## config.mk

```make
export PLATFORM = sky130hd
export DESIGN_NAME = mmio_console_tx_flat
export DESIGN_NICKNAME = d
export VERILOG_FILES = /design/src/rtl/mmio_console_pkg.sv /design/src/rtl/mmio_console_tx_if.sv /design/src/rtl/mmio_console_tx_fifo.sv /design/src/rtl/mmio_console_tx.sv /design/src/flat_wrapper.sv
export SDC_FILE = /design/constraint.sdc
export NUM_CORES = 1
export LEC_CHECK = 0
export ABC_AREA = 0
export BUFFER_PORTS_ARGS = -buffer_cell sky130_fd_sc_hd__buf_2
export CAP_MARGIN = 10
export CORE_MARGIN = 2
export CORE_UTILIZATION = 54
export CTS_CLUSTER_DIAMETER = 100
export CTS_CLUSTER_SIZE = 30
export DETAILED_ROUTE_END_ITERATION = 7
export GPL_TIMING_DRIVEN = 0
export HOLD_SLACK_MARGIN = 0.1
export PLACE_DENSITY_LB_ADDON = 0.05
export SYNTH_ARGS = -nofsm -noshare
export SYNTH_HDL_FRONTEND = slang
export SYNTH_HIERARCHICAL = 1
export SYNTH_SLANG_ARGS = --single-unit
```

## constraint.sdc

```tcl
create_clock -name clk -period 7.66 [get_ports clk]
set_input_delay 1.149 -clock clk [delete_from_list [all_inputs] [get_ports clk]]
set_output_delay 1.149 -clock clk [all_outputs]
set_load 0.05 [all_outputs]
```

## src/rtl/mmio_console_pkg.sv

```systemverilog
// Shared types and register map for the memory-mapped console transmitter.
`timescale 1ns/1ps
package mmio_console_pkg;

  typedef enum logic [1:0] {
    IDLE  = 2'd0,
    START = 2'd1,
    DATA  = 2'd2,
    STOP  = 2'd3
  } tx_state_t;

  localparam logic [31:0] TXDATA_OFS = 32'd0;
  localparam logic [31:0] STATUS_OFS = 32'd4;

  localparam int STAT_FULL_BIT  = 0;
  localparam int STAT_EMPTY_BIT = 1;
  localparam int STAT_BUSY_BIT  = 2;
  localparam int STAT_OVF_BIT   = 3;

  // A STATUS store clears the sticky overflow flag when this data bit is set.
  localparam int OVF_CLEAR_BIT  = 3;

  function automatic logic [31:0] status_word(input logic full, input logic empty,
                                              input logic busy, input logic ovf);
    logic [31:0] w;
    w = '0;
    w[STAT_FULL_BIT]  = full;
    w[STAT_EMPTY_BIT] = empty;
    w[STAT_BUSY_BIT]  = busy;
    w[STAT_OVF_BIT]   = ovf;
    return w;
  endfunction

endpackage

```

## src/rtl/mmio_console_tx_if.sv

```systemverilog
// CPU data-memory bus as seen by the console: store strobe/address/data and load address/data.
`timescale 1ns/1ps
interface mmio_console_tx_if;

  logic        memory_write_en;
  logic [31:0] memory_write_address;
  logic [31:0] memory_write;
  logic [31:0] memory_read_address;
  logic [31:0] memory_read_data;

  modport master (
    output memory_write_en,
    output memory_write_address,
    output memory_write,
    output memory_read_address,
    input  memory_read_data
  );

  modport slave (
    input  memory_write_en,
    input  memory_write_address,
    input  memory_write,
    input  memory_read_address,
    output memory_read_data
  );

endinterface

```

## src/rtl/mmio_console_tx_fifo.sv

```systemverilog
// Small synchronous byte FIFO with show-ahead read data and a registered occupancy count.
`timescale 1ns/1ps
module tx_fifo #(
  parameter int WIDTH = 8,
  parameter int DEPTH = 8
) (
  input  logic                       clk,
  input  logic                       reset_n,
  input  logic                       push,
  input  logic [WIDTH-1:0]           push_data,
  input  logic                       pop,
  output logic [WIDTH-1:0]           pop_data,
  output logic                       full,
  output logic                       empty,
  output logic [$clog2(DEPTH):0]     count
);

  localparam int AW = $clog2(DEPTH);
  localparam int CW = AW + 1;

  logic [WIDTH-1:0] mem [DEPTH];
  logic [AW-1:0]    wr_ptr_reg, wr_ptr_next;
  logic [AW-1:0]    rd_ptr_reg, rd_ptr_next;
  logic [CW-1:0]    count_reg, count_next;
  logic             push_ok;
  logic             pop_ok;

  assign full  = (count_reg == CW'(DEPTH));
  assign empty = (count_reg == '0);
  assign count = count_reg;

  // A push while full is still accepted when a pop frees a slot on the same edge.
  assign push_ok = push && (!full || pop);
  assign pop_ok  = pop && !empty;

  always_comb begin
    wr_ptr_next = wr_ptr_reg;
    rd_ptr_next = rd_ptr_reg;
    count_next  = count_reg;
    if (push_ok) wr_ptr_next = wr_ptr_reg + AW'(1);
    if (pop_ok)  rd_ptr_next = rd_ptr_reg + AW'(1);
    count_next = count_reg + CW'(push_ok) - CW'(pop_ok);
  end

  always_ff @(posedge clk or negedge reset_n) begin
    if (!reset_n) begin
      wr_ptr_reg <= '0;
      rd_ptr_reg <= '0;
      count_reg  <= '0;
    end else begin
      wr_ptr_reg <= wr_ptr_next;
      rd_ptr_reg <= rd_ptr_next;
      count_reg  <= count_next;
    end
  end

  always_ff @(posedge clk) begin
    if (push_ok) mem[wr_ptr_reg] <= push_data;
  end

  assign pop_data = mem[rd_ptr_reg];

endmodule

```

## src/rtl/mmio_console_tx.sv

```systemverilog
// Console transmitter: decodes CPU stores/loads in its window, queues bytes and sends 8N1 frames.
`timescale 1ns/1ps
module mmio_console_tx
  import mmio_console_pkg::*;
#(
  parameter logic [31:0] BASE_ADDR    = 32'h0000_2000,
  parameter int          CLKS_PER_BIT = 104,
  parameter int          FIFO_DEPTH   = 8
) (
  input  logic              clk,
  input  logic              reset_n,
  mmio_console_tx_if.slave  bus,
  output logic              uart_tx,
  output logic              tx_busy
);

  localparam int BW = $clog2(CLKS_PER_BIT);
  localparam int CW = $clog2(FIFO_DEPTH) + 1;
  localparam logic [BW-1:0] BAUD_RELOAD = BW'(CLKS_PER_BIT - 1);

  tx_state_t     state_reg, state_next;
  logic [BW-1:0] baud_reg, baud_next;
  logic [2:0]    bit_idx_reg, bit_idx_next;
  logic [7:0]    shift_reg, shift_next;
  logic          uart_tx_reg, uart_tx_next;
  logic          tx_busy_reg, tx_busy_next;
  logic          ovf_reg, ovf_next;
  logic [31:0]   rd_data_reg, rd_data_next;

  logic          wr_txdata, wr_status, pop, push_ok;
  logic          fifo_full, fifo_empty;
  logic [7:0]    fifo_data;
  logic [CW-1:0] fifo_count, fifo_count_next;
  logic          unused_wdata;

  assign unused_wdata = ^bus.memory_write[31:8];

  assign wr_txdata = bus.memory_write_en && (bus.memory_write_address == BASE_ADDR + TXDATA_OFS);
  assign wr_status = bus.memory_write_en && (bus.memory_write_address == BASE_ADDR + STATUS_OFS);

  tx_fifo #(
    .WIDTH (8),
    .DEPTH (FIFO_DEPTH)
  ) u_fifo (
    .clk       (clk),
    .reset_n   (reset_n),
    .push      (wr_txdata),
    .push_data (bus.memory_write[7:0]),
    .pop       (pop),
    .pop_data  (fifo_data),
    .full      (fifo_full),
    .empty     (fifo_empty),
    .count     (fifo_count)
  );

  assign push_ok         = wr_txdata && (!fifo_full || pop);
  assign fifo_count_next = fifo_count + CW'(push_ok) - CW'(pop);

  // Overflow set wins over a simultaneous clear.
  assign ovf_next = (wr_txdata && fifo_full && !pop) ||
                    (ovf_reg && !(wr_status && bus.memory_write[OVF_CLEAR_BIT]));

  always_comb begin
    state_next   = state_reg;
    baud_next    = baud_reg;
    bit_idx_next = bit_idx_reg;
    shift_next   = shift_reg;
    pop          = 1'b0;
    case (state_reg)
      IDLE: begin
        if (!fifo_empty) begin
          pop        = 1'b1;
          shift_next = fifo_data;
          baud_next  = BAUD_RELOAD;
          state_next = START;
        end
      end
      START: begin
        if (baud_reg == '0) begin
          baud_next    = BAUD_RELOAD;
          bit_idx_next = 3'd0;
          state_next   = DATA;
        end else begin
          baud_next = baud_reg - BW'(1);
        end
      end
      DATA: begin
        if (baud_reg == '0) begin
          baud_next = BAUD_RELOAD;
          if (bit_idx_reg == 3'd7) begin
            state_next = STOP;
          end else begin
            bit_idx_next = bit_idx_reg + 3'd1;
            shift_next   = {1'b0, shift_reg[7:1]};
          end
        end else begin
          baud_next = baud_reg - BW'(1);
        end
      end
      STOP: begin
        if (baud_reg == '0) begin
          // Chain straight into the next frame so back-to-back bytes have no idle gap.
          if (!fifo_empty) begin
            pop        = 1'b1;
            shift_next = fifo_data;
            baud_next  = BAUD_RELOAD;
            state_next = START;
          end else begin
            state_next = IDLE;
          end
        end else begin
          baud_next = baud_reg - BW'(1);
        end
      end
      default: state_next = IDLE;
    endcase
  end

  // Line level and busy flag are computed from next-state values so both outputs come straight from flops.
  always_comb begin
    uart_tx_next = 1'b1;
    case (state_next)
      START:   uart_tx_next = 1'b0;
      DATA:    uart_tx_next = shift_next[0];
      default: uart_tx_next = 1'b1;
    endcase
    tx_busy_next = (state_next != IDLE) || (fifo_count_next != '0);
    rd_data_next = '0;
    if (bus.memory_read_address == BASE_ADDR + STATUS_OFS)
      rd_data_next = status_word(fifo_full, fifo_empty, state_reg != IDLE, ovf_reg);
  end

  always_ff @(posedge clk or negedge reset_n) begin
    if (!reset_n) begin
      state_reg   <= IDLE;
      baud_reg    <= '0;
      bit_idx_reg <= '0;
      shift_reg   <= '0;
      uart_tx_reg <= 1'b1;
      tx_busy_reg <= 1'b0;
      ovf_reg     <= 1'b0;
      rd_data_reg <= '0;
    end else begin
      state_reg   <= state_next;
      baud_reg    <= baud_next;
      bit_idx_reg <= bit_idx_next;
      shift_reg   <= shift_next;
      uart_tx_reg <= uart_tx_next;
      tx_busy_reg <= tx_busy_next;
      ovf_reg     <= ovf_next;
      rd_data_reg <= rd_data_next;
    end
  end

  assign uart_tx              = uart_tx_reg;
  assign tx_busy              = tx_busy_reg;
  assign bus.memory_read_data = rd_data_reg;

endmodule

```

## src/flat_wrapper.sv

```systemverilog
// flat-port wrapper written by rule: the top's interface ports become plain ports
module mmio_console_tx_flat import mmio_console_pkg::*;
#(
  parameter logic [31:0] BASE_ADDR    = 32'h0000_2000,
  parameter int          CLKS_PER_BIT = 104,
  parameter int          FIFO_DEPTH   = 8
)
  (clk, reset_n, uart_tx, tx_busy, bus_memory_write_en, bus_memory_write_address, bus_memory_write, bus_memory_read_address, bus_memory_read_data);
  mmio_console_tx_if bus_i ();
  input  logic clk;
  input  logic reset_n;
  output logic uart_tx;
  output logic tx_busy;
  input wire logic [$bits(bus_i.memory_write_en)-1:0] bus_memory_write_en;
  input wire logic [$bits(bus_i.memory_write_address)-1:0] bus_memory_write_address;
  input wire logic [$bits(bus_i.memory_write)-1:0] bus_memory_write;
  input wire logic [$bits(bus_i.memory_read_address)-1:0] bus_memory_read_address;
  output wire logic [$bits(bus_i.memory_read_data)-1:0] bus_memory_read_data;
  assign bus_i.memory_write_en = bus_memory_write_en;
  assign bus_i.memory_write_address = bus_memory_write_address;
  assign bus_i.memory_write = bus_memory_write;
  assign bus_i.memory_read_address = bus_memory_read_address;
  assign bus_memory_read_data = bus_i.memory_read_data;
  mmio_console_tx #(.BASE_ADDR(BASE_ADDR), .CLKS_PER_BIT(CLKS_PER_BIT), .FIFO_DEPTH(FIFO_DEPTH)) u_core (.clk(clk), .reset_n(reset_n), .bus(bus_i), .uart_tx(uart_tx), .tx_busy(tx_busy));
endmodule
```

Word-level counts from Yosys, hierarchy flattened
Memory sizes are Yosys's and may differ from the RTL's.
Index checks and enable logic that the tools add are counted.
Operators by class
  $add $sub $neg: 7
  multipliers: 0
  divide/modulo/power cells: 0
  $lt $le $gt $ge: 0
  equal/unequal tests: 14
  shift operators: 0
  mux-type cells: 27
  bitwise logic cells: 0
  reductions and logical operators: 26
Operator list (count)
  $eq 32x14->1 const B: 3
  $mux 8: 4
  $pmux 8 s3: 1
  $mux 7: 3
  $pmux 7 s3: 1
  $mux 2: 5
  $add 3x1->3 const B: 3
  $mux 3: 3
  $logic_and 1x1->1: 8
  $pmux 2 s4: 1
  $reduce_and 4->1: 2
  $sub 4x1->4: 2
  $logic_not 7->1: 1
  $sub 7x1->7 const B: 1
  $eq 2x2->1 const B: 3
  $ne 2x1->1 const B: 3
  $pmux 3 s2: 1
  $reduce_bool 2->1: 3
  $mux 1: 5
  $add 4x1->4: 1
  $eq 2x1->1 const B: 2
  $eq 4x4->1 const B: 1
  $logic_not 1->1: 4
  $logic_not 4->1: 1
  other kinds (9): 12
Word-level totals
  bits in registers: 37
  bits in latches: 0
  bits in writable memories: 64
  ROM bits: 0
  output and inout bits: 34
  logic and storage cells: 87
  memories kept: 1
Memory list
  u_core.u_fifo.mem: depth 8, bits a word 8, read ports 1, clocked after memory_dff 0, wr ports 1, line mmio_console_tx_fifo.sv:21  | logic [WIDTH-1:0] mem [DEPTH];

Longest topological paths before layout
  depth after elaboration: 10
  gate-level depth with buffers: 16
  gate-level depth less buffers: 14

By module
Netlist, hierarchy kept.
Modules (own cells, without submodules)
  tx_fifo: instances 1, cells an instance 152, area an instance 3079.2 µm², seq. area each 2172.1 µm²
  mmio_console_tx: instances 1, cells an instance 241, area an instance 2242.2 µm², seq. area each 676.9 µm²

Worst setup path after synthesis
No wires, ideal clock.
  kind: reg2reg
  start point: register u_core.u_fifo.count_reg[2], in the netlist u_core/u_fifo/count[2]
  end point: register u_core.u_fifo.count_reg[1], in the netlist u_core/u_fifo/count[1]
  library setup time: 0.064 ns
  arrival time: 3.288 ns
  setup slack: 4.308 ns
  stages on the path, launching flop included: 16
  path buffers: 2
  period minus slack after synthesis: 3.352 ns
  path through: dfrtp_1 > inv_1 > ha_1 > or3b_2 > inv_1 > clkbuf_1 > buf_2 > or3_1 > inv_1 > or4b_1 > nand2_2 > inv_1 > ha_1 > inv_1 > fa_1 > inv_1
On the way
  cells in the longest elaborated chain, start to end: 8
Ends and longest elaborated chain
  start, declared: line mmio_console_tx_fifo.sv:24  | logic [CW-1:0] count_reg, count_next;
  start signal, assigned: line mmio_console_tx_fifo.sv:53  | count_reg <= count_next;
  $logic_not 4->1 (*): line mmio_console_tx_fifo.sv:29  | assign empty = (count_reg == '0);
  via u_core.fifo_empty: line mmio_console_tx.sv:31  | logic fifo_full, fifo_empty;
  $mux 1 (*): line mmio_console_tx.sv:71, mmio_console_tx.sv:103
  $mux 1: line mmio_console_tx.sv:101  | if (baud_reg == '0) begin
  $pmux 1 s2 (*): line mmio_console_tx.sv:69  | case (state_reg)
  via u_core.pop: line mmio_console_tx.sv:30  | logic wr_txdata, wr_status, pop, push_ok;
  $logic_or 1x1->1 (*): line mmio_console_tx_fifo.sv:33  | assign push_ok = push && (!full || pop);
  $logic_and 1x1->1 (*): line mmio_console_tx_fifo.sv:33
  via u_core.u_fifo.push_ok: line mmio_console_tx_fifo.sv:25  | logic push_ok;
  $add 4x1->4 (*): line mmio_console_tx_fifo.sv:42  | count_next = count_reg + CW'(push_ok) - CW'(pop_ok);
  $sub 4x1->4 (*): line mmio_console_tx_fifo.sv:42
  via u_core.u_fifo.count_next[1]: line mmio_console_tx_fifo.sv:24
The timed path passes the listed nets; every way through them passes the cells marked *.
A chain may end at the register's enable or synchronous reset.

Final worst setup path
Same ends and word-level chain as after synthesis.

==> results.sh <==
export IMPL_antenna_found_initial=0
export IMPL_die_x_um=103
export IMPL_end_kind="flop"
export IMPL_grt_pass1_vias=3369
export IMPL_overflow=0
export IMPL_rsz0062_at_grt="no"
export IMPL_postCtsHoldBufs=0
export IMPL_yosys_top_cells_area="edfxtp_1, dfrtp_1, mux4_1, ha_1, buf_4"
export IMPL_cts_buffer_depth=2
export IMPL_setup_viol=0
export IMPL_cp_max_fo=10
export IMPL_p_clk_frac=0.327
export IMPL_yosysTopAreaCell="edfxtp_1"
export IMPL_pwr_share_seq=0.600
export IMPL_cts_tree="yes"
export IMPL_period_share=0.515
export IMPL_comb_power_share=0.072
export IMPL_leakage_uw=0.00257
export IMPL_critical_path_class="reg2reg"
export IMPL_fmax_mhz=253
export IMPL_dp_final_hpwl_um=7660
export IMPL_drive_gt1_frac=0.319
export IMPL_yosys_cell_count_top_type="edfxtp_1"
export IMPL_synth_avg_cell_area_sq_um=13.5
export IMPL_worstMarginPinSlew_ns=0.882
export IMPL_cp_start_kind="flop"
export IMPL_worstPathArrival_ns=4.25
export IMPL_status="finished clean"
export IMPL_max_cap_viol_count=0
export IMPL_p_total_uw=965
export IMPL_multi_input_area_sq_um=2200
export IMPL_root_buffer="clkbuf_8"
export IMPL_core_area_sq_um=9680
export IMPL_grt_max_degree=38
export IMPL_wirelength_um=10600
export IMPL_htree_levels=3
export IMPL_start_util=0.549
export IMPL_tns_ns=0
export IMPL_synth_area_sq_um=5320
export IMPL_seq_area_sq_um=2850
export IMPL_hold_viol_final=0
export IMPL_cts_buffers=9
export IMPL_layout_nets=635
export IMPL_synth_enable_flop_cells=64
export IMPL_ys_top_cells_by_count="edfxtp_1, dfrtp_1, buf_4"
export IMPL_power_switching_uw=237
export IMPL_path_clk_slew_ns=0.10
export IMPL_synth_ff_type="edfxtp_1"
export IMPL_area_growth_pct=16.6
export IMPL_via_count=3565
export IMPL_clk_latency_ns=0.37
export IMPL_rows=36
export IMPL_io_buffers=80
export IMPL_drtPass1Iterations=4
export IMPL_synth_seq_cells=101
export IMPL_die_h_um=103
export IMPL_drt_initial_drc_count=93
export IMPL_dieArea_sq_um=10700
export IMPL_drc=0
export IMPL_wire_per_inst_um=16.3
export IMPL_grt_pass1_wl_um=16700
export IMPL_ios=133
export IMPL_ant_nets=0
export IMPL_fillers=750
export IMPL_avgViaCountPerCell=5.48
export IMPL_synth_cell_type_count=67
export IMPL_cts_resized=0
export IMPL_cts_sinks=101
export IMPL_grt_util_all_layers=0.208
export IMPL_antenna_cells=0
export IMPL_synthCells=393
export IMPL_synth_async_reset_ratio=0.366
export IMPL_switching_share=0.246
export IMPL_routabilityCongestion=0.904
export IMPL_drv_slew=0
export IMPL_ys_warnings_count=6
export IMPL_largest_reg_flops=64
export IMPL_slew_headroom=0.409
export IMPL_synth_top_area_frac=0.361
export IMPL_p_int_uw=728
export IMPL_skew_ns=0.0138
export IMPL_ys_seq_area_frac=0.535
export IMPL_post_cts_buffers=0
export IMPL_hp_class="reg2reg"
export IMPL_whs_ns=0.526
export IMPL_vdd_drop_max_mv=0.199
export IMPL_power_density_nw_per_um2=156
export IMPL_min_period_ns=3.95
export IMPL_cp_required_ns=7.96
logic make-up after synthesis:
logic type               Yosys count  synth area share
multiplexers                      40             0.130
flip-flops                       101             0.535
XOR/XNOR                           9            0.0148
other                              1          0.000705
buffers and inverters             68            0.0738
AO/OA/AOI/OAI                     60            0.0884
AND/OR/NAND/NOR                   91             0.100
adder cells (fa/ha/maj)           23            0.0569
worst max-delay path, stage by stage (launching register included):
cell and delay [ns]:
dfrtp_1 0.42, inv_1 0.11, ha_1 0.18, or3b_2 0.48, inv_1 0.07, clkbuf_1 0.35, buf_2 0.31, or3_1 0.20
inv_1 0.10, or4b_1 0.60, nand2_2 0.22, inv_1 0.07, ha_1 0.23, inv_1 0.08, fa_1 0.41, inv_1 0.06
per-stage QoR:
stage                      util  instance area (sq um)  worst slack (ns)  cells
after floorplan               -                   5420              4.31    420
after global placement    0.618                   5990              3.30    633
after detailed placement  0.622                   6020              3.75    635
after CTS                 0.640                   6200              3.72    651
after global routing      0.640                   6200              3.52    651
final                     0.640                   6200              3.71    651
layout make-up:
cell class              instances  share of cell area
flip-flops and latches        101               0.459
clock inverters                 6             0.00827
clock buffers                  10              0.0206
repair buffers                 82              0.0666
plain buffers                  43              0.0482
inverters                      25              0.0151
multi-input cells             251               0.355
well taps                     133              0.0268
placed cells by master (no fill, tap or decap), types with 9 or more instances in the layout:
cell | netlist | layout
ha_1 | 21 | 21
edfxtp_1 | 64 | 64
conb_1 | 1 | 28
nor4_1 | 15 | 14
nor2_1 | 17 | 17
mux4_1 | 16 | 16
buf_4 | 29 | 30
clkbuf_8 | 0 | 9
nor3_1 | 15 | 12
mux2_2 | 17 | 17
inv_1 | 25 | 25
nand2_1 | 9 | 9
buf_2 | 4 | 85
dfrtp_1 | 36 | 36
path summary, 6_finish.rpt:
check / from / to / slack [ns] / cells after the start
worst max-delay path: u_core/u_fifo/count[2] / u_core/u_fifo/count[1] / 3.71 / 15
worst min-delay path: u_core/shift_reg[1] / u_core/shift_reg[1] / 0.53 / 1
worst max register to register: u_core/u_fifo/count[2] / u_core/u_fifo/count[1] / 3.71 / 15
worst min register to register: u_core/shift_reg[1] / u_core/shift_reg[1] / 0.53 / 1
max in group asynchronous: reset_n / u_core/tx_busy / 6.26 / 1
min in group asynchronous: reset_n / u_core/bus.memory_read_data[2] / 0.86 / 1
power groups by stage:
stage               combinational (uW)  sequential, uW  clock (uW)
floorplan                         42.7             592           0
global placement                  68.3             591           0
detailed placement                69.7             591           0
CTS                               69.7             580         327
global route                      76.2             580         349
finish                            69.7             580         316
layer usage:
metal,vias up,track usage,share of wire
met3,13,0.0403,0.054
li1,1698,-,-
met5,-,0,0
met2,120,0.368,0.52
met1,1734,0.260,0.42
met4,0,0.0638,0.012
(Power assumes the default switching activity.)
